<file path="config.mk">
export PLATFORM = sky130hd
export DESIGN_NAME = mem_model_delay_line
export DESIGN_NICKNAME = d
export VERILOG_FILES = /design/src/rtl/ext_mem_latency_model_delay_line.sv
export SDC_FILE = /design/constraint.sdc
export NUM_CORES = 1
export LEC_CHECK = 0
export CAP_MARGIN = 15
export CELL_PAD_IN_SITES_DETAIL_PLACEMENT = 2
export CELL_PAD_IN_SITES_GLOBAL_PLACEMENT = 2
export CORE_UTILIZATION = 25
export DETAILED_ROUTE_END_ITERATION = 8
export PLACE_DENSITY_LB_ADDON = 0.15
export SLEW_MARGIN = 25
export SYNTH_ARGS = -nofsm -noshare
export SYNTH_HDL_FRONTEND = slang
export SYNTH_SLANG_ARGS = --single-unit
</file>
<file path="constraint.sdc">
create_clock -name clk -period 0.9 [get_ports clk]
set_input_delay 0.225 -clock clk [delete_from_list [all_inputs] [get_ports clk]]
set_output_delay 0.225 -clock clk [all_outputs]
set_load 0.02 [all_outputs]
</file>
<file path="src/rtl/ext_mem_latency_model_delay_line.sv">
// Fixed-latency, never-stalling shift register carrying read responses.
// Payload stages only load on a valid beat so the last stage holds its value between responses.
module mem_model_delay_line #(
  parameter int W       = 8,
  parameter int LATENCY = 4
) (
  input  logic         clk,
  input  logic         rst_n,
  input  logic         i_vld,
  input  logic [W-1:0] i_data,
  output logic         o_vld,
  output logic [W-1:0] o_data
);

  logic [LATENCY-1:0]        r_vld_pipe;
  logic [LATENCY-1:0][W-1:0] r_pay;

  always_ff @(posedge clk) begin
    if (!rst_n) begin
      r_vld_pipe <= '0;
      r_pay      <= '0;
    end else begin
      r_vld_pipe[0] <= i_vld;
      if (i_vld) r_pay[0] <= i_data;
      for (int s = 1; s < LATENCY; s++) begin
        r_vld_pipe[s] <= r_vld_pipe[s-1];
        if (r_vld_pipe[s-1]) r_pay[s] <= r_pay[s-1];
      end
    end
  end

  assign o_vld  = r_vld_pipe[LATENCY-1];
  assign o_data = r_pay[LATENCY-1];

endmodule

</file>
==> reports/metrics.yaml, run 1 <==
run_status:
  status: "finished, violations left"
  failed_checks: "setup timing"
clocking:
  clk_latency_ns: 0.28
  clock-root-buffer: "clkbuf_8"
  cts_buffers: 5
  clock_sinks: 36
  clk_pin_slew_worst_paths_ns: 0.07
  clock_path_buffers: 2
  post_cts.repair.setup_buffers: 0
  cts_tree: "done"
  htree_num_levels: 2
critical_path:
  rrSetupSlack_ns: 0.04
  crit_path_cell_trace: "buf_6"
  endpoint_kind: "primary output"
  critical_path_class: "reg2out"
  cp_max_fo: 2
  reg2reg_depth: 3
  critPathLaunch: "o_data[7]$_SDFFE_PN0P_"
  crit_family: "flip-flops"
  slowest_delay_ns: 0.34
  slowest_stage: "dfxtp_2"
  cp.arrival_ns: 0.73
  worstPathRequired_ns: 0.67
  reg2reg_to: "r_pay[22]$_SDFFE_PN0P_"
  path_buf_inv: 1
  start_kind: "register"
  r2r-start: "r_vld_pipe[1]$_SDFF_PN0_"
placement:
  dp_hpwl_mm: 1.92
  gp_congestion: 0.610
  io_buffers: 19
  pre_cts_slack_ns: -0.382
power:
  powerDensity_nw_per_um2: 1770
  ir_drop_mv: 0.687
  leakage_nw: 0.710
timing:
  clock_skew_ns: 0.00232
  fmax_mhz: 1050
  timing.final.ws_setup_ns: -0.0568
  setup_tns_ns: -0.473
  period_share_pct: 106
  finalCriticalPeriod_ns: 0.957
  setup_violations: 9
  slew_headroom_pct: 85.3
  hold_viol: 0
  drv_slew: 0
  worst_slew_pin_slew_ns: 0.220
  rsz0062_at_grt: "yes"
detailed_routing:
  wl_per_cell_um: 12.8
  drt.antenna.violating_nets: 0
  vias: 866
  drt-pass1-iter-count: 2
  drt-vias-per-instance: 4.01
  drc: 0
  routed_wl_mm: 2.77
  drtIter0Drc: 12
floorplanning:
  rows: 26
  die_area_um2: 5790
  core_um2: 5200
  io_pins: 20
  die_x_um: 76.1
  start_util_pct: 26.3
  dieHeight_um: 76.1
grt:
  antenna_found_initial: 0
  met3_usage_pct: 3.71
  globalRouteMet2Util_pct: 16.9
  grt_max_degree: 37
  grt.busiest_layer: "met2"
  track_usage_pct: 9.97
  met1_usage_pct: 11.3
  grt_pass1_vias: 956
  grt_pass1_wl_mm: 4.40
  grt_overflow_total: 0
logic_synthesis:
  postSynthCellCount: 119
  synth_compound_area_share_pct: 0
  post_synth_xor_area_fraction_pct: 0
  synthMuxAreaShare_pct: 23.4
  synth_area_um2: 1370
  synth_top_family_by_area: "multiplexers"
  ys_types: 7
  ys_seq_elements: 36
  yosysSeqAreaShare_pct: 52.6
  synth.avg_cell_area_um2: 11.5
  syn-num-nets: 130
  yosys_warnings: 0
  yosys.area_share.simple_pct: 16.4
  synthAdderAreaFrac_pct: 0
min_path:
  hold_path_class: "in2reg"
  min_path_cells: 3
  min_from: "rst_n"
  whs_endpoint: "o_data[1]$_SDFFE_PN0P_"
final_layout:
  drive_above_1_share_pct: 29.5
  final_net_count: 156
  diodes: 0
  area_delta_synth_final_pct: 34.5
  final-seq-area_um2: 736
  multiInputGateArea_um2: 546
  fillerInstances: 558
run:
  max_cap_violations: 0
==> power breakdown <==
part	switching, mW	total (mW)	internal, mW
clock network	0.551	1.37	0.822
registers	0.0242	1.66	1.63
logic	0.0851	0.232	0.147
total	0.660	3.26	2.60
==> layout by cell type, fill, tap and decap left out, types with 4 or more instances in the layout <==
cell type        count
and2_1               4
buf_4                7
buf_6               15
clkbuf_8             5
clkdlybuf4s50_1      8
dfxtp_1             24
dfxtp_2             12
mux2i_1             32
nor2b_1             32
==> cell families after synthesis <==
| logic type | after synthesis |
|---|---|
| and+or+nand+nor | 36 |
| muxes | 32 |
| DFF | 36 |
| buffers and inverters | 15 |
==> worst max-delay path by stage <==
stage                                         to  slack, ns  depth (start not counted)
final                                  o_data[7]      -0.06                          1
after floorplan           o_data[0]$_SDFFE_PN0P_       0.10                          3
after global placement     r_pay[1]$_SDFFE_PN0P_      -0.32                          4
after CTS                              o_data[3]      -0.08                          1
after detailed placement   r_pay[3]$_SDFFE_PN0P_      -0.38                          4
after global routing                   o_data[0]      -0.09                          1
==> metal layers <==
metal | part of all wire (%) | wire, um
met2 | 51 | 1410
met3 | 3.8 | 104
met1 | 44 | 1220
met4 | 1.0 | 29
met5 | 0 | 0
==> synth_stat cells <==
cell / number / area, um^2
clkbuf_2: 1 / 5.00
and2_1: 4 / 25.0
buf_2: 2 / 10.0
mux2i_1: 32 / 320
buf_4: 12 / 90.1
dfxtp_1: 36 / 721
nor2b_1: 32 / 200
==> registers in the layout, summed over array words and instances (netlist names) <==
name / cells
r_pay: 24
o_data: 8
r_vld_pipe: 4
==> metrics by stage <==
step / hold WS (ns) / std cells / area, um^2 / utilization [%] / power [mW]
after global placement: 0.499 / 207 / 1660 / 31.9 / 1.90
after detailed placement: 0.508 / 207 / 1660 / 31.9 / 1.91
after floorplan: 0.353 / 119 / 1370 / - / 1.81
final: 0.450 / 216 / 1840 / 35.4 / 3.26
after global routing: 0.460 / 216 / 1840 / 35.4 / 3.41
after CTS: 0.459 / 215 / 1800 / 34.5 / 3.31
==> tightest hold or removal path, cell delays in order <==
cell,delay [ns]
dlymetal6s2s_1,0.18
buf_12,0.17
nor2b_1,0.12
==> area by class of cell <==
cell class / count / area share [%]
Multi-Input combinational cell: 68 / 29.6
Clock buffer: 6 / 3.93
Timing Repair Buffer: 34 / 19.9
Tap cell: 70 / 4.75
Sequential cell: 36 / 39.9
Clock inverter: 2 / 1.90
==> what timing repair did <==
item | in CTS | in global routing
setup endpoints to repair | 17 | 22
gates cloned | 0 | 1
resized for setup | 66 | 8
hold buffers | 0 | 0
(Power assumes the default switching activity.)
==> run 2, diff against run 1 <==
--- a/config.mk
+++ b/config.mk
@@ -15,3 +15,4 @@
 export SYNTH_ARGS = -nofsm -noshare
 export SYNTH_HDL_FRONTEND = slang
 export SYNTH_SLANG_ARGS = --single-unit
+export TNS_END_PERCENT = 50
==> reports/metrics.yaml, run 2 (same netlist as run 1, synthesis figures left out) <==
detailed_routing:
  routed_wl_mm: 2.64
  drtIter0Drc: 10
  drc: 0
  drt.antenna.violating_nets: 0
  drt-vias-per-instance: 3.97
  drt-pass1-iter-count: 2
  vias: 853
  wl_per_cell_um: 12.3
critical_path:
  path_buf_inv: 1
  start_kind: "register"
  cp.arrival_ns: 0.73
  critical_path_class: "reg2out"
  worstPathRequired_ns: 0.67
  slowest_delay_ns: 0.34
  slowest_stage: "dfxtp_2"
  crit_path_cell_trace: "buf_6"
  endpoint_kind: "primary output"
  cp_max_fo: 2
  crit_family: "flip-flops"
timing:
  hold_slack_ns: 0.474
  finalCriticalPeriod_ns: 0.957
  slew_headroom_pct: 86.8
  setup_tns_ns: -0.460
  fmax_mhz: 1050
  rsz0062_at_grt: "yes"
  drv_slew: 0
  timing.final.ws_setup_ns: -0.0566
  period_share_pct: 106
  worst_slew_pin_slew_ns: 0.192
  clock_skew_ns: 0.00205
  setup_violations: 9
  hold_viol: 0
run:
  max_cap_violations: 0
grt:
  grt_pass1_vias: 956
  antenna_found_initial: 0
  grt_pass1_wl_mm: 4.40
  grt_max_degree: 37
  grt_overflow_total: 0
  track_usage_pct: 9.97
final_layout:
  diodes: 0
  layout_common_cells: "mux2i_1 (32), nor2b_1 (30), dfxtp_1 (26), buf_6 (12)"
  drive_above_1_share_pct: 29.0
  largest_reg_flops: 24
  regMostFlops: "r_pay"
  area_delta_synth_final_pct: 31.8
  fillerInstances: 559
  final_common_cell: "mux2i_1"
  final_area_um2: 1810
  final_net_count: 155
placement:
  gp_congestion: 0.610
  io_buffers: 19
  dpl_cell_area_um2: 1660
  dp_hpwl_mm: 1.92
floorplanning:
  dieHeight_um: 76.1
  core_um2: 5200
  die_area_um2: 5790
  io_pins: 20
  start_util_pct: 26.3
  rows: 26
  die_x_um: 76.1
clocking:
  cts_buffers: 5
  clk_pin_slew_worst_paths_ns: 0.07
  htree_num_levels: 2
  clock_path_buffers: 2
  clock-root-buffer: "clkbuf_8"
  cts_tree: "done"
  post_cts.repair.setup_buffers: 0
  clk_latency_ns: 0.28
  clock_sinks: 36
min_path:
  hold_path_class: "in2reg"
power:
  total_power_mw: 3.24
  powerDensity_nw_per_um2: 1790
  leakage_nw: 0.687
  ir_drop_mv: 0.683
run_status:
  failed_checks: "setup timing"
  status: "finished, violations left"
## run 2: cell count changes in the layout (fill, tap and decap cells not counted)
cell,previous run,this run
buf_4,7,10
buf_6,15,12
clkbuf_16,1,0
clkdlybuf4s50_1,8,9
dfxtp_1,24,26
dfxtp_2,12,10
dlymetal6s2s_1,1,0
nor2b_1,32,30
nor2b_2,0,2
## run 2: worst paths after layout
kind	to	cells past startpoint	start	slack, ns
max	o_data[3]	1	o_data[3]$_SDFFE_PN0P_	-0.06
min	r_vld_pipe[0]$_SDFF_PN0_	3	i_vld	0.47
max reg2reg	r_pay[22]$_SDFFE_PN0P_	3	r_vld_pipe[1]$_SDFF_PN0_	0.04
min reg2reg	o_data[1]$_SDFFE_PN0P_	2	o_data[1]$_SDFFE_PN0P_	0.52
## run 2: metal layers
| metal | part of all wire, % | GRT usage, % | vias to the layer above |
|---|---|---|---|
| li1 | - | - | 429 |
| met1 | 45 | 11.3 | 404 |
| met2 | 51 | 16.9 | 16 |
| met3 | 3.4 | 3.71 | 4 |
| met4 | 1.1 | 4.04 | 0 |
| met5 | 0 | 0 | - |
## run 2: through the flow
step | setup WS [ns] | std cells | utilization [%]
detailed placement | -0.382 | 207 | 31.9
global placement | -0.316 | 207 | 31.9
CTS | -0.0778 | 215 | 34.5
global route | -0.0943 | 215 | 34.7
finish | -0.0566 | 215 | 34.7
floorplan | 0.103 | 119 | -
## run 2: cell type report
class	count	area (um^2)	area share, %
clock buffers	6	72.6	4.01
repair buffers	33	329	18.2
multi-input cells	68	551	30.4
clock inverters	2	35.0	1.94
flip-flops and latches	36	733	40.6
well taps	70	87.6	4.84
## run 2: power by group
group	leakage [nW]	switching [mW]	total, mW	internal (mW)
clock network	0.0552	0.547	1.37	0.822
logic	0.335	0.0805	0.216	0.136
registers	0.298	0.0235	1.66	1.63
total	0.687	0.651	3.24	2.59
## run 2: timing repair
| action | 4_1_cts | 5_1_grt |
|---|---|---|
| gates resized for setup | 66 | 4 |
| hold buffers | 0 | 0 |
| gates cloned | 0 | 0 |
| pin swaps | 0 | 0 |
| setup endpoints to repair | 17 | 22 |
